### src/rtl/uart_tx_fifo.sv
// Byte FIFO feeding a uart transmitter: buffers producer writes and issues one
// tx_send pulse per byte, waiting for the uart to go busy and then idle again.
module uart_tx_fifo #(
    parameter int ADDR_W       = 4,
    parameter int BUSY_TIMEOUT = 8
) (
    input  logic              clk,
    input  logic              rst_n,
    input  logic [7:0]        wr_data,
    input  logic              wr_en,
    input  logic              ovf_clr,
    output logic              full,
    output logic              empty,
    output logic [ADDR_W:0]   count,
    output logic              overflow,
    output logic [7:0]        tx_data,
    output logic              tx_send,
    input  logic              tx_busy
);

    // state   | meaning
    // IDLE    | waiting for a queued byte and an idle uart
    // SEND    | tx_send pulse is on the wire this cycle
    // WAIT_HI | waiting for the uart to acknowledge by raising tx_busy
    // WAIT_LO | uart transmitting, waiting for tx_busy to drop
    localparam logic [1:0] ST_IDLE    = 2'd0;
    localparam logic [1:0] ST_SEND    = 2'd1;
    localparam logic [1:0] ST_WAIT_HI = 2'd2;
    localparam logic [1:0] ST_WAIT_LO = 2'd3;

    localparam int DEPTH = 1 << ADDR_W;
    localparam int TMR_W = $clog2(BUSY_TIMEOUT + 1);
    localparam logic [ADDR_W:0] CNT_FULL = (ADDR_W + 1)'(DEPTH);
    localparam logic [TMR_W-1:0] TMR_LOAD = TMR_W'(BUSY_TIMEOUT - 1);

    logic [7:0]        mem [DEPTH];
    logic [ADDR_W-1:0] wr_ptr;
    logic [ADDR_W-1:0] rd_ptr;
    logic [ADDR_W:0]   count_nxt;
    logic [1:0]        state;
    logic [TMR_W-1:0]  timer;
    logic              wr_acc;
    logic              pop;

    // Full is the registered flag, so a write is dropped even if a pop frees a slot this cycle.
    assign wr_acc = wr_en && !full;
    assign pop    = (state == ST_IDLE) && !empty && !tx_busy;

    always_comb begin
        count_nxt = count;
        if (wr_acc && !pop)
            count_nxt = count + (ADDR_W + 1)'(1);
        else if (pop && !wr_acc)
            count_nxt = count - (ADDR_W + 1)'(1);
    end

    always_ff @(posedge clk) begin
        if (wr_acc)
            mem[wr_ptr] <= wr_data;
    end

    always_ff @(posedge clk or negedge rst_n) begin
        if (!rst_n) begin
            wr_ptr   <= '0;
            rd_ptr   <= '0;
            count    <= '0;
            full     <= 1'b0;
            empty    <= 1'b1;
            overflow <= 1'b0;
        end else begin
            if (wr_acc)
                wr_ptr <= wr_ptr + ADDR_W'(1);
            if (pop)
                rd_ptr <= rd_ptr + ADDR_W'(1);
            count <= count_nxt;
            full  <= (count_nxt == CNT_FULL);
            empty <= (count_nxt == '0);
            if (wr_en && full)
                overflow <= 1'b1;
            else if (ovf_clr)
                overflow <= 1'b0;
        end
    end

    always_ff @(posedge clk or negedge rst_n) begin
        if (!rst_n) begin
            state   <= ST_IDLE;
            tx_send <= 1'b0;
            tx_data <= 8'h00;
            timer   <= '0;
        end else begin
            case (state)
                ST_IDLE: begin
                    if (pop) begin
                        tx_data <= mem[rd_ptr];
                        tx_send <= 1'b1;
                        state   <= ST_SEND;
                    end
                end
                ST_SEND: begin
                    tx_send <= 1'b0;
                    timer   <= TMR_LOAD;
                    state   <= ST_WAIT_HI;
                end
                ST_WAIT_HI: begin
                    // Timeout covers a uart that missed the pulse or finished within a cycle.
                    if (tx_busy)
                        state <= ST_WAIT_LO;
                    else if (timer == '0)
                        state <= ST_IDLE;
                    else
                        timer <= timer - TMR_W'(1);
                end
                ST_WAIT_LO: begin
                    if (!tx_busy)
                        state <= ST_IDLE;
                end
                default: state <= ST_IDLE;
            endcase
        end
    end

endmodule

### config.mk
export PLATFORM = sky130hd
export DESIGN_NAME = uart_tx_fifo
export DESIGN_NICKNAME = d
export VERILOG_FILES = /design/src/rtl/uart_tx_fifo.sv
export SDC_FILE = /design/constraint.sdc
export NUM_CORES = 1
export LEC_CHECK = 0
export CAP_MARGIN = 10
export CORE_AREA = 2 2 111 113
export CTS_BUF_LIST = sky130_fd_sc_hd__clkbuf_8
export DETAILED_ROUTE_END_ITERATION = 8
export DIE_AREA = 0 0 113 115
export GPL_ROUTABILITY_DRIVEN = 0
export GPL_TIMING_DRIVEN = 1
export HOLD_SLACK_MARGIN = 0.05
export PLACE_DENSITY = 0.75
export SYNTH_ARGS = -nofsm -noshare
export SYNTH_HDL_FRONTEND = slang
export SYNTH_SLANG_ARGS = --single-unit
### constraint.sdc
create_clock -name clk -period 2 [get_ports clk]
set_input_delay 0.2 -clock clk [delete_from_list [all_inputs] [get_ports clk]]
set_output_delay 0.2 -clock clk [all_outputs]
set_load 0.02 [all_outputs]
==> results.sh, run 1 <==
export IMPL_critical_path_cell_chain="or4_4 > and3_4 > a32oi_1 > xnor2_2 > nor4_1"
export IMPL_num_io_pins=30
export IMPL_hpwl_microns=8120
export IMPL_r2r_setup_slack_ns=0.10
export IMPL_cp_end_kind="flip-flop"
export IMPL_max_slew_margin=0.654
export IMPL_setup_slack_ns=0.104
export IMPL_die_h_microns=115
export IMPL_root_buffer="clkbuf_8"
export IMPL_grt_pass1_vias=3576
export IMPL_cts_buffers=17
export IMPL_grt_max_degree=32
export IMPL_wire_per_inst_microns=20.3
export IMPL_vias=3456
export IMPL_synth_edf_count=128
export IMPL_cts_clk_slew_worst_paths_ns=0.08
export IMPL_syn_inst=370
export IMPL_antenna_cells=0
export IMPL_die_x_microns=113
export IMPL_synth_avg_cell_area_sq_um=17.2
export IMPL_skew_ns=0.00886
export IMPL_syn_nets=391
export IMPL_ys_async_sr_fraction=0.195
export IMPL_synth_largest_area_cell="edfxtp_1"
export IMPL_fmax_ghz=0.527
export IMPL_ys_ff_latch=159
export IMPL_placementRows=40
export IMPL_fin_cells=599
export IMPL_pre_cts_slack_ns=-0.250
export IMPL_dp_cells=567
export IMPL_yosys_area_top_type_share=0.604
export IMPL_maxCapViolCount=0
export IMPL_slowest_stage="or4_4"
export IMPL_violations="design-rule violations"
export IMPL_finalCritPeriodShare=0.948
export IMPL_vias_per_cell=5.77
export IMPL_period_minus_slack_ns=1.90
export IMPL_crit_type="flip-flop to flip-flop"
export IMPL_ff_latch_area_sq_um=4620
export IMPL_synth_common_cells="edfxtp_1 (128), dfrtp_1 (30), mux4_2 (30), nor2_1 (30), nand2_1 (23)"
export IMPL_drc=2
export IMPL_final_core_util=0.635
export IMPL_grt_usage=0.207
export IMPL_ys_warn_count=0
export IMPL_cts_sinks=159
export IMPL_arrival_ns=2.25
export IMPL_final_setup_viol_count=0
export IMPL_p_leak_nw=2.65
export IMPL_antenna_found_initial=0
export IMPL_start_util=0.538
export IMPL_vdd_drop_max_mv=0.770
export IMPL_drive_above_1_share=0.243
export IMPL_clockBufferDepth=2
export IMPL_htree_levels=4
export IMPL_final_antenna_net_count=0
export IMPL_clock_latency_ns=0.46
export IMPL_critPathMaxStageDelay_ns=0.55
export IMPL_cts_tree="done"
export IMPL_synth_flop_cell="edfxtp_1"
export IMPL_overflow=0
export IMPL_yosysMostFrequentCell="edfxtp_1"
export IMPL_grt_pass1_wl_microns=19400
export IMPL_final_nets=460
export IMPL_synth_cell_type_count=36
export IMPL_core_sq_um=11800
export IMPL_synth_area_leaders="edfxtp_1 (60%), dfrtp_1 (12%), mux4_2 (11%)"
export IMPL_wl_microns=12100
export IMPL_ys_seq_area_frac=0.727
export IMPL_rsz0062_at_grt="no"
export IMPL_min_delay_path_class="input pin to asynchronous set/reset pin"
export IMPL_outcome="finished, violations left"
export IMPL_final_max_slew_viol_count=0
export IMPL_fillers=829
export IMPL_power_density_cell_area_nw_per_um2=1370
export IMPL_finalHoldViolCount=0
export IMPL_total_power_mw=10.3
export IMPL_multi_input_area_sq_um=1680
export IMPL_netlist_area_sq_um=6360
export IMPL_drt_iter0_drc=300
export IMPL_crit_required_ns=2.36
export IMPL_area_delta_synth_final_pct=18.0
export IMPL_setup_tns_ns=0
export IMPL_io_buffers=29
export IMPL_first_pass_iters=6
export IMPL_tightest_slew_ns=0.517
export IMPL_critPathLaunchType="flip-flop"
export IMPL_die_area_sq_um=13000
export IMPL_cp_max_fo=4
[critical path, delay by kind of cell, from the launching register on]
family	cells	cell delay [ns]
AOI/OAI and AO/OA	1	0.27
xor gates and xnor gates	1	0.12
DFF	1	0.39
and+or+nand+nor	3	1.01
[sequential cells by signal (all words and copies together), names as in the netlist]
register	flops
mem	128
tx_data	8
count	5
rd_ptr	4
timer	4
wr_ptr	4
state	2
empty	1
full	1
overflow	1
tx_send	1
[cell usage in the layout (no fill, tap or decap), drive strengths merged, types with 2 or more instances in the layout]
cell type and instances:
nor2 30, nor2b 3, nor4 3, mux4 30, dfrtp 30, clkinvlp 2, buf 38, clkdlybuf4s50 29
clkbuf 17, a211oi 2, nand4 2, o21ai 13, mux2i 16, xnor2 10, a31oi 4, bufinv 2
edfxtp 128, nand2b 4, clkinv 5, nand2 23, ha 8, inv 15, nor3b 2, and3 2
nor3 6, nand3 4, a32oi 2, a21oi 12
[cells by family after synthesis]
logic type,Yosys count,share of synthesized area
compound gates,38,0.0348
xor+xnor,11,0.0151
fa+ha+maj,8,0.0157
buf+inv,26,0.0163
flops,159,0.727
mux,46,0.131
simple gates,82,0.0600
[layout make-up]
class,count,share of cell area
repair buffers,67,0.0784
well taps,147,0.0245
clock buffers,17,0.0312
multi-input cells,185,0.224
flip-flops and latches,159,0.616
inverters,9,0.00450
clock inverters,15,0.0208
[layer usage]
layer  vias to the layer above  track usage  share of wire
met5                         -            0              0
met4                         0       0.0919          0.020
met3                        21       0.0554          0.071
met2                       113        0.336           0.50
met1                      1754        0.267           0.40
li1                       1568            -              -
[worst paths after layout]
| kind | start | end | depth (start not counted) |
|---|---|---|---|
| worst max-delay path | state[0] | empty | 5 |
| worst min-delay path | rst_n | count[4] | 2 |
| worst max register to register | state[0] | empty | 5 |
| worst min register to register | timer[0] | timer[0] | 1 |
| max in group asynchronous | rst_n | rd_ptr[1] | 2 |
| min in group clk | ovf_clr | overflow | 2 |
[power by group]
| group | internal, mW | leakage (nW) | total, mW | switching, mW |
|---|---|---|---|---|
| Sequential | 4.15 | 1.52 | 4.64 | 0.493 |
| Combinational | 1.66 | 0.927 | 3.37 | 1.70 |
| Clock | 1.12 | 0.195 | 2.31 | 1.19 |
| Total | 6.93 | 2.65 | 10.3 | 3.39 |
[stage by stage]
stage / cell area, sq um / hold WS, ns
after floorplan: 6370 / -0.0956
after global placement: 7080 / 0.461
after detailed placement: 7080 / 0.464
after CTS: 7480 / 0.121
after global routing: 7500 / 0.145
final: 7500 / 0.143
[what timing repair did]
action                                 in CTS  in global routing
buffers inserted                            0                  0
setup endpoints to repair                   3                  3
resized for setup                           2                  5
endpoints found under the hold margin       0                  0
pin swaps                                   0                  1
hold buffers                                0                  0
No activity file was read; power rests on OpenSTA's default activity.
==> run 2, diff against run 1 <==
Settings changed: CTS_CLUSTER_DIAMETER set to 120.
==> results of run 2 <==
Final layout, timing and power as in run 1 (identical DEF).
==> run 3, diff against run 2 <==
Settings changed: CORE_AREA 2 2 111 113 to 2 2 112 114, CTS_BUF_LIST sky130_fd_sc_hd__clkbuf_8 to sky130_fd_sc_hd__clkbuf_16, DIE_AREA 0 0 113 115 to 0 0 114 116, PLACE_DENSITY 0.75 to 0.74.
==> run 3 against run 2 <==
Compared with the run above:
- the run now ends clean
- clock power rose by 28%
- non-clock buffer count grew 4
- count of clock-buffer cells in the layout is the same
- critical path depth did not move
- clock skew down 0.00099 ns
- combinational power is 3% higher
- die area grew 1.8%
- global-route usage up 0.54 points
- final area increased by 2.7%
- routed wire length increased by 3.4%
- register-to-register slack worse by 0.098 ns
- sequential share of layout area down 1.7 points
- critical path type unchanged
- largest power group unchanged
==> results.sh, run 3 (same netlist as run 1, synthesis figures left out) <==
export IMPL_combPwrFrac=0.312
export IMPL_tightest_slew_ns=0.547
export IMPL_post_cts_setup_buffers=0
export IMPL_fmax_ghz=0.502
export IMPL_final_max_slew_viol_count=0
export IMPL_reg2reg_from="state[0]"
export IMPL_overflow=0
export IMPL_drt_iter0_drc=341
export IMPL_final_area_sq_um=7710
export IMPL_switching_share=0.317
export IMPL_arrival_ns=2.32
export IMPL_core_sq_um=11900
export IMPL_final_common_cell="edfxtp_1"
export IMPL_antenna_found_initial=0
export IMPL_drc=0
export IMPL_skew_ns=0.00787
export IMPL_largest_reg_flops=128
export IMPL_min_delay_path_class="input pin to asynchronous set/reset pin"
export IMPL_grt_pass1_wl_microns=20200
export IMPL_layout_common_cells="edfxtp_1 (128), buf_4 (40), mux4_2 (30)"
export IMPL_vias=3531
export IMPL_htree_levels=4
export IMPL_cts_sinks=159
export IMPL_vias_per_cell=5.86
export IMPL_total_power_mw=11.1
export IMPL_p_int_mw=7.57
export IMPL_period_minus_slack_ns=1.99
export IMPL_hold_buffers=0
export IMPL_area_delta_synth_final_pct=21.2
export IMPL_drive_above_1_share=0.246
export IMPL_cp_max_fo=4
export IMPL_p_leak_nw=2.76
export IMPL_vdd_drop_max_mv=0.986
export IMPL_max_slew_margin=0.634
export IMPL_io_buffers=29
export IMPL_die_h_microns=116
export IMPL_critPathLaunchType="flip-flop"
export IMPL_switchingPower_mw=3.51
export IMPL_num_io_pins=30
export IMPL_setup_tns_ns=0
export IMPL_grt_pass1_vias=3638
export IMPL_crit_required_ns=2.32
export IMPL_cts_clk_slew_worst_paths_ns=0.06
export IMPL_final_setup_viol_count=0
export IMPL_ff_latch_area_sq_um=4620
export IMPL_antenna_cells=0
export IMPL_die_x_microns=114
export IMPL_root_buffer="clkbuf_16"
export IMPL_finalCritPeriodShare=0.997
export IMPL_crit_type="flip-flop to flip-flop"
export IMPL_reg_top3="mem: 128 flops, tx_data: 8 flops, count: 5 flops"
export IMPL_fillers=827
export IMPL_wl_microns=12600
export IMPL_wire_per_inst_microns=20.8
export IMPL_placementRows=40
export IMPL_power_density_cell_area_nw_per_um2=1440
export IMPL_cts_tree="done"
export IMPL_cts_buffers=17
export IMPL_p_seq_frac=0.421
export IMPL_clockBufferDepth=2
export IMPL_crit_start="state[0]"
export IMPL_start_util=0.534
export IMPL_largest_register="mem"
export IMPL_outcome="finished, final reports clean"
export IMPL_dpl_instance_area_sq_um=7120
export IMPL_multi_input_area_sq_um=1690
export IMPL_grt_max_degree=32
export IMPL_die_area_sq_um=13200
export IMPL_clock_latency_ns=0.42
export IMPL_first_pass_iters=5
export IMPL_final_core_util=0.647
export IMPL_hpwl_microns=8250
export IMPL_cp_end_kind="flip-flop"
export IMPL_finalHoldViolCount=0
export IMPL_final_antenna_net_count=0
export IMPL_maxCapViolCount=0
export IMPL_p_clk_frac=0.266
export IMPL_grt_usage=0.212
export IMPL_final_nets=464
[run 3: final timing paths]
kind                            cells after the start  slack [ns]   endpoint
worst min-delay path                                2        0.20   overflow
max in group asynchronous                           2        1.46  rd_ptr[1]
min in group clk                                    2        0.37   overflow
worst max-delay path                                5       0.006      empty
worst max register to register                      5       0.006      empty
worst min register to register                      2        0.48    tx_send
[run 3: power by group through the flow]
| stage | logic, mW | registers, mW | clock network [mW] |
|---|---|---|---|
| 2_1_floorplan | 2.11 | 4.64 | 0 |
| 3_5_place_dp | 3.40 | 4.71 | 0 |
| 5_1_grt | 3.80 | 4.73 | 3.15 |
| 4_1_cts | 3.42 | 4.65 | 3.00 |
| 6_report | 3.46 | 4.67 | 2.95 |
| 3_3_place_gp | 3.32 | 4.68 | 0 |
[run 3: stage by stage]
stage               instances  worst slack (ns)  hold slack (ns)
floorplan                 370           -0.0836          -0.0956
global placement          571            -0.167            0.459
detailed placement        571            -0.251            0.469
CTS                       603          0.000205            0.208
global route              603           -0.0701            0.211
finish                    603           0.00632            0.198
[run 3: worst max-delay path: stages, from the launching register on]
cell and delay, ns:
dfrtp_1 0.37, or4_4 0.55, and3_4 0.20, a32oi_1 0.29
xnor2_1 0.18, nor4_2 0.30
[run 3: area by class of cell]
type | instances | area share
multi-input cells | 185 | 0.219
clock inverters | 15 | 0.0157
repair buffers | 71 | 0.0818
flip-flops and latches | 159 | 0.600
clock buffers | 17 | 0.0552
well taps | 147 | 0.0239
inverters | 9 | 0.00438
[run 3: layer usage]
layer	vias to the layer above	track usage	wire length [microns]
met5	-	0	0
li1	1577	-	-
met1	1846	0.277	5300
met4	0	0.0691	176
met3	20	0.0554	546
met2	88	0.352	6540
[run 3: what timing repair did]
item                                   CTS  global route
gates resized for setup                  0             7
setup endpoints to repair                0             2
endpoints found under the hold margin    0             0
==> patch, RTL diff (flow settings as in run 1) <==
Change the parameter `BUSY_TIMEOUT` from 8 to 16.
--- a/src/rtl/uart_tx_fifo.sv
+++ b/src/rtl/uart_tx_fifo.sv
@@ -2,7 +2,7 @@
 // tx_send pulse per byte, waiting for the uart to go busy and then idle again.
 module uart_tx_fifo #(
     parameter int ADDR_W       = 4,
-    parameter int BUSY_TIMEOUT = 8
+    parameter int BUSY_TIMEOUT = 16
 ) (
     input  logic              clk,
     input  logic              rst_n,
Formal check against the unedited RTL: same outputs for any inputs over 10 cycles, from zero or initial values and one cycle with rst_n low; that may be too few to reach the edited logic, so the function may still have changed.
==> patch against run 1 <==
- the run still ends with DRC left
- setup slack lost 0.020 ns
- critical path depth up 2
- synthesized cell count grew 0.54%
- wire length grew 3.8%
- sequential cell count up 1
- design area up 4.5%
- power up 3.7%
- combinational power increased by 8.3%
- first-iteration DRC count is 12% lower
- synthesized area up 1.8%
- sequential share of layout area shrank 2.3 points
- largest power group unchanged
- highest routed layer unchanged
==> patch: results <==
{
  "worst_path_max_delay_cell": "dfrtp_1",
  "comb_power_share_pct": 34.1,
  "grt_pass1_wl_um": 19900,
  "slew_headroom_pct": 61.9,
  "power.switching_mw": 3.44,
  "vias": 3518,
  "grt_util_all_layers_pct": 21.1,
  "p_leak_nw": 2.76,
  "synth_fp_nets": 393,
  "ys_types": 41,
  "fin_nets": 466,
  "largest_registers": "mem (128), tx_data (8)",
  "grt_max_degree": 33,
  "hold-worst-slack_ns": 0.174,
  "layout-drive-gt1-share_pct": 24.1,
  "wl_per_cell_um": 20.9,
  "yosysSeqAreaShare_pct": 71.8,
  "drc": 2,
  "ir_drop_v": 0.000503,
  "violations": "DRC",
  "rr_worst_depth": 7,
  "seq_power_share_pct": 43.0,
  "drt_iter0_drc": 264,
  "cpPeakStageDelay_ns": 0.40,
  "synth_common_cells": "edfxtp_1, dfrtp_1, mux4_2",
  "diodes": 0,
  "grt_pass1_vias": 3581,
  "synth-async-reset-ratio_pct": 20.0,
  "clockBufferDepth": 2,
  "clk_latency_ns": 0.44,
  "clock_skew_ns": 0.00978,
  "status": "finished with violations",
  "r2r_slack_ns": 0.08,
  "cp_max_fo": 5,
  "synth_area_leaders": "edfxtp_1, dfrtp_1, mux4_2, mux2i_1, and2_1",
  "hpwlAfterDp_um": 8350,
  "cellPowerDensity_nw_per_um2": 1370,
  "start_util_pct": 54.8
}
==> patch: how the worst max path moves through the flow <==
stage / startpoint / to / cells past startpoint
floorplan: state[1]$_DFFE_PN0P_ / empty$_DFF_PN1_ / 8
detailed placement: tx_busy / empty$_DFF_PN1_ / 8
CTS: rd_ptr[0]$_DFFE_PN0P_ / tx_data[2]$_DFFE_PN0P_ / 6
global placement: tx_busy / empty$_DFF_PN1_ / 7
global route: state[1]$_DFFE_PN0P_ / full$_DFF_PN0_ / 6
finish: state[0]$_DFFE_PN0P_ / empty$_DFF_PN1_ / 7
==> patch: routing by layer <==
layer,share of wire (%),vias up,track usage (%)
li1,-,1586,-
met1,43,1825,28.9
met2,51,94,34.6
met3,4.5,13,4.64
met4,1.0,0,6.10
met5,0,-,0
==> patch: timing repair <==
action | CTS | global route
pin swaps | 1 | 3
resized for setup | 0 | 7
endpoints found under the hold margin | 0 | 0
buffers inserted | 1 | 3
endpoints found under the setup margin | 1 | 7
==> patch: area by class of cell <==
cell class                      instances  area (um^2)
Sequential cell                       160         4650
Timing Repair Buffer                   70          818
Clock buffer                           17          234
Inverter                                8         30.0
Fill cell                             765         3970
Tap cell                              147          184
Multi-Input combinational cell        188         1750
Clock inverter                         14          176
==> patch: kinds of logic after synthesis <==
family                     synth area share [%]
AOI/OAI and AO/OA                          3.09
xor gates and xnor gates                   1.62
adders and majority gates                  1.55
buffers and inverters                      1.74
DFF                                        71.8
muxes                                      12.9
and+or+nand+nor                            7.35
==> patch: through the flow <==
step           cells  instance area [um^2]  utilization [%]  setup slack, ns
5_1_grt          604                  7840             66.4          -0.0238
2_1_floorplan    372                  6470                -           0.0307
3_3_place_gp     569                  7360             62.3          -0.0627
6_report         604                  7840             66.4           0.0836
4_1_cts          601                  7780             65.9           0.0372
3_5_place_dp     569                  7360             62.3           -0.210
